==> config.mk <==
export PLATFORM = sky130hd
export DESIGN_NAME = b_preadd_stage
export DESIGN_NICKNAME = d
export VERILOG_FILES = /design/src/rtl/b_preadd_stage.sv
export SDC_FILE = /design/constraint.sdc
export NUM_CORES = 1
export LEC_CHECK = 0
export BUFFER_PORTS_ARGS = -buffer_cell sky130_fd_sc_hd__clkbuf_2
export CAP_MARGIN = 20
export CELL_PAD_IN_SITES_DETAIL_PLACEMENT = 1
export CELL_PAD_IN_SITES_GLOBAL_PLACEMENT = 2
export CORE_ASPECT_RATIO = 0.7
export CORE_MARGIN = 2
export CORE_UTILIZATION = 34
export CTS_CLUSTER_SIZE = 25
export DETAILED_ROUTE_END_ITERATION = 7
export PLACE_DENSITY_LB_ADDON = 0.1
export SLEW_MARGIN = 0
export SYNTH_ARGS = -nofsm -noshare
export SYNTH_HDL_FRONTEND = slang
export SYNTH_SLANG_ARGS = --single-unit
==> constraint.sdc <==
create_clock -name CLK -period 4.45 [get_ports CLK]
set_clock_uncertainty 0.2 [all_clocks]
set_input_delay 0.445 -clock CLK [delete_from_list [all_inputs] [get_ports CLK]]
set_output_delay 0.445 -clock CLK [all_outputs]
set_load 0.05 [all_outputs]
==> src/rtl/b_preadd_stage.sv <==
// B-path pre-adder stage: optional B0/D/OPMODE input registers, D +/- B pre-add or B bypass, optional B1 output register.
// Latency B0REG+B1REG (B), DREG+B1REG (D), OPMODEREG+B1REG (OPMODE); no backpressure, CE low holds each register.
module b_preadd_stage #(
   parameter int B0REG     = 1,
   parameter int DREG      = 1,
   parameter int B1REG     = 1,
   parameter int OPMODEREG = 1
) (
   input  logic        CLK,
   input  logic        RST_N,
   input  logic        CEB,
   input  logic        CED,
   input  logic        CEOPMODE,
   input  logic [17:0] B_BCIN_stg,
   input  logic [17:0] D,
   input  logic [1:0]  OPMODE_PRE,
   output logic [17:0] B1_OUT,
   output logic [17:0] BCOUT
);

   logic [17:0] b0;
   logic [17:0] d_q;
   logic [1:0]  op_q;
   logic [17:0] pre_sum;
   logic [17:0] b1_d;

   // Control inputs go unused when every stage is built combinational.
   logic unused_ctrl;
   assign unused_ctrl = ^{CLK, RST_N, CEB, CED, CEOPMODE};

   generate
      if (B0REG != 0) begin : g_b0_reg
         logic [17:0] b0_q;
         always_ff @(posedge CLK or negedge RST_N) begin
            if (!RST_N)   b0_q <= '0;
            else if (CEB) b0_q <= B_BCIN_stg;
         end
         assign b0 = b0_q;
      end else begin : g_b0_comb
         assign b0 = B_BCIN_stg;
      end

      if (DREG != 0) begin : g_d_reg
         logic [17:0] dr_q;
         always_ff @(posedge CLK or negedge RST_N) begin
            if (!RST_N)   dr_q <= '0;
            else if (CED) dr_q <= D;
         end
         assign d_q = dr_q;
      end else begin : g_d_comb
         assign d_q = D;
      end

      if (OPMODEREG != 0) begin : g_op_reg
         logic [1:0] opr_q;
         always_ff @(posedge CLK or negedge RST_N) begin
            if (!RST_N)        opr_q <= '0;
            else if (CEOPMODE) opr_q <= OPMODE_PRE;
         end
         assign op_q = opr_q;
      end else begin : g_op_comb
         assign op_q = OPMODE_PRE;
      end
   endgenerate

   // 18-bit result width drops the carry/borrow, giving modulo-2^18 arithmetic.
   always_comb begin
      pre_sum = op_q[1] ? (d_q - b0) : (d_q + b0);
      b1_d    = op_q[0] ? pre_sum : b0;
   end

   generate
      if (B1REG != 0) begin : g_b1_reg
         logic [17:0] b1_q;
         always_ff @(posedge CLK or negedge RST_N) begin
            if (!RST_N)   b1_q <= '0;
            else if (CEB) b1_q <= b1_d;
         end
         assign B1_OUT = b1_q;
      end else begin : g_b1_comb
         assign B1_OUT = b1_d;
      end
   endgenerate

   assign BCOUT = B1_OUT;

endmodule

# --- Yosys cells after proc, flatten, opt, wreduce, memory -nomap -nowiden ---
# Cells that the tools add are included.
classes:
  mux: 2
  n_addsub: 2
ops:
  columns: ["operator", "count"]
  rows:
  - ["$mux W18", 2]
  - ["$add A18 B18 Y18", 1]
  - ["$sub A18 B18 Y18", 1]
word_totals:
  register_bits: 56

# --- Longest topological paths before layout ---
depth:
  ltp_word: 3
  depth_mapped: 14

# --- Least setup slack after synthesis ---
# OpenSTA, ideal clock, no wires.
synth_timing:
  path_kind: "flip-flop to flip-flop"
  startpoint: "register g_b0_reg.b0_q[4], in the netlist b0[4]"
  endpoint: "register g_b1_reg.b1_q[17], in the netlist B1_OUT[17]"
  path_slack_ns: 1.325
  period_less_slack_ns: 3.125
  arrival_time_ns: 2.798
  path_stages_with_launch: 14
  setup_time_ns: 0.127
  cell_sequence: "dfrtp_1 nor4_4 a21oi_1 nor2_1 o21ai_0 xnor2_1 ha_1 a21o_1 a21o_1 a21o_1 a211oi_2 a21oi_1 xnor2_1 o21ai_1"
synth_between:
  elab_chain_len: 3
synth_rtl:
  columns: ["item", "line", "source"]
  rows:
  - ["start: declaration", "33", "logic [17:0] b0_q;"]
  - ["start signal: assignment", "36", "else if (CEB) b0_q <= B_BCIN_stg;"]
  - ["$add A18 B18 Y18 or $sub A18 B18 Y18 (tied branches)", "68", "pre_sum = op_q[1] ? (d_q - b0) : (d_q + b0);"]
  - ["$mux W18 (*)", "68", null]
  - ["$mux W18 (*)", "69", "b1_d = op_q[0] ? pre_sum : b0;"]
  - ["end signal: assignment", "76", "if (!RST_N) b1_q <= '0;"]
  - ["end signal: assignment", "77", "else if (CEB) b1_q <= b1_d;"]
  - ["end: declaration", "74", "logic [17:0] b1_q;"]
# Every way passes the cells marked *; elsewhere a longest branch is shown, timed or not.
# A chain may end at the register's enable or synchronous reset.

# --- Final worst setup path ---
layout_timing:
  startpoint: "register g_b0_reg.b0_q[4], in the netlist b0[4]"
  endpoint: "register g_b1_reg.b1_q[15], in the netlist B1_OUT[15]"
# Same word-level chain as after synthesis.

==> impl_metrics.toml <==
[floorplan]
die_h_microns = 88.78
io_pins = 79
die_w_microns = 125.1
initial_core_util = 0.3550
core_area_sq_um = 9834
dieArea_sq_um = 11110
num_rows = 30

[routing]
avgViaCountPerCell = 5.060
dr.pass1.iters = 4
drc = 0
vias = 2702
wl_per_cell_microns = 17.60
routed_wl_microns = 9400
first_iter_violations = 125
ant_nets = 0

[setup_path]
crit_buf_inv = 0
cp.depth = 13
start_kind = "register"
path_delay_family = "compound AO/OA/AOI/OAI gates"
critPathSlowestCell = "dfrtp_1"
r2r-end = "B1_OUT[15]"
max_stage_delay_ps = 460
cp_cell_sequence = "nor4_4 > a21oi_1 > nor2_1 > o21ai_0 > xnor2_1 > ha_1 > a21o_1 > a21o_1 > a21o_1 > a211oi_2 > xnor2_1 > mux2i_1 > a21oi_1"
regToRegSetupSlack_ps = 900
cp-end-kind = "register"
cp_common_cell = "a21o_1"
r2r_cells = 13
r2r_start = "b0[4]"
path_max_fanout = 5
critical_path_class = "register to register"
crit_arrival_ps = 3570
required_ps = 4470

[timing]
fin_crit_ps = 3550
post-route-period-util = 0.7977
slew_viol_final = 0
finalHoldViolations = 0
relSlewSlack = 0.3426
worst_pin_slew_ps = 986.1
fmax_ghz = 0.2817
setup_viol = 0
hold_ws_ps = 82.54
fin_ws_ps = 900.3
rsz0062_at_grt = "no"
tns_ps = 0

[place]
dp_slack_ps = 868.6
post_dp_cell_area_sq_um = 3871
io_buffers = 78
dp_hpwl_microns = 7035
finalWeightedCongestion = 0.8519
dp.cells = 526

[grt]
grt_pass1_wl_microns = 15470
gr-usage-all-layers = 0.1793
grt_pass1_vias = 2761
antenna_found_initial = 0
grt_max_degree = 57
grt_overflow_total = 0

[finish]
stdcell_count = 534
nNetsFinal = 467
syn_to_final_growth_pct = 16.13
final_common_cell = "clkbuf_2"
layout_common_cells = "clkbuf_2, dfrtp_1, mux2_2"
drive_gt1_frac = 0.3128
diodes = 0
stdcell_area_sq_um = 4054

[logic_synthesis]
seq_area_frac_synth = 0.4014
avgSynthCellArea_sq_um = 10.00
yosys_warnings = 0
synth_edf_count = 0
synth_seq_cells = 56
mappedNetlistNets = 411
synthArstFlopShare = 1.000
synth_cells = 349
synthDistinctLibCells = 42
synth_flop_cell = "dfrtp_1"
syn_area_sq_um = 3491

[cts]
cts-root-buf = "clkbuf_16"
cts_buffers = 5
cts_tree = "done"
cts_setup_buffers = 0
cts.clk_slew.worst_paths_ps = 70
cts_sinks = 56
worstSkewPairLatency_ps = 300
htree_levels = 2
cts_hold_buf = 0
clk_path_buf_depth = 2
ctsResizeCount = 0

[outcome]
run_status = "completed"

[power_and_ir_drop]
p_leak_uw = 0.001867
peakVddDrop_v = 0.0003045
power_density_nw_per_um2 = 537.9

[flow_run]
drv_cap = 0

[hold_path]
hp-class = "input port to asynchronous set/reset pin"
-- cell families (layout without fill, tap and decap cells) --
family          Yosys count  after routing  synth area share
compound gates           79             79            0.1358
xor+xnor                 31             31           0.07778
fa+ha+maj                19             19           0.07025
buf+inv                  44            101           0.06702
flops                    56             56            0.4014
mux                      44             44            0.1384
simple gates             76             76            0.1093
-- metrics by stage --
stage | util | total power, uW
2_1_floorplan | - | 1512
3_3_place_gp | 0.3936 | 1700
5_1_grt | 0.4122 | 2318
6_report | 0.4122 | 2181
3_5_place_dp | 0.3936 | 1711
4_1_cts | 0.4122 | 2205
-- sequential cells by signal, summed over array words and instances, names as in the netlist --
name and count:
B1_OUT 18, b0 18, d_q 18, g_op_reg.opr_q 2
-- cell type report --
cell class,count,area [sq um]
fill,1136,5781
multi-input combinational,249,1856
sequential,56,1401
timing repair buffer,80,405.4
tap,128,160.2
clock buffer,7,152.6
inverter,13,48.80
clock inverter,1,30.03
-- Yosys cell counts (2+ instances only) --
cell      instances  area share
and3_1            3      0.0054
a31oi_1           7       0.013
o21a_1            2      0.0043
mux2i_1          10       0.029
xor2_1            7       0.018
o22ai_1           2      0.0036
buf_4            18       0.039
inv_1            13       0.014
nor2_1           29       0.031
dfrtp_1          56        0.40
a21oi_1          32       0.046
and4_1            2      0.0050
o21ai_0          18       0.026
a21o_1            7       0.015
nand3_1           5      0.0072
clkbuf_1          9      0.0097
ha_1             18       0.065
nand3b_1          3      0.0065
mux2_2           34        0.11
o221ai_1          2      0.0050
nor3_1            7       0.010
xnor2_1          24       0.060
nand2_1          13       0.014
buf_1             3      0.0032
nand4_1           3      0.0054
nor2b_1           2      0.0036
a211oi_2          2      0.0072
nand2b_1          4      0.0072
-- power by group --
| group | leakage (uW) | internal, uW | switching [uW] |
|---|---|---|---|
| clock | 0.0000901 | 297 | 186 |
| sequential | 0.000654 | 588 | 88.7 |
| combinational | 0.00112 | 334 | 686 |
| total | 0.00187 | 1220 | 961 |
-- how the worst max path moves through the flow --
| stage | startpoint | endpoint |
|---|---|---|
| 6_report | b0[4] | B1_OUT[15] |
| 5_1_grt | b0[4] | B1_OUT[15] |
| 4_1_cts | b0[4] | B1_OUT[15] |
| 3_5_place_dp | b0[4] | B1_OUT[15] |
| 3_3_place_gp | b0[4] | B1_OUT[17] |
| 2_1_floorplan | b0[4] | B1_OUT[17] |
-- layer usage --
| metal | share of wire | GRT usage | vias up | routed length [microns] |
|---|---|---|---|---|
| li1 | - | - | 1325 | - |
| met1 | 0.55 | 0.2820 | 1301 | 5168 |
| met2 | 0.40 | 0.2599 | 71 | 3752 |
| met3 | 0.046 | 0.03204 | 5 | 437 |
| met4 | 0.0045 | 0.02626 | 0 | 42 |
| met5 | 0 | 0 | - | 0 |
No activity file was read; power rests on OpenSTA's default activity.
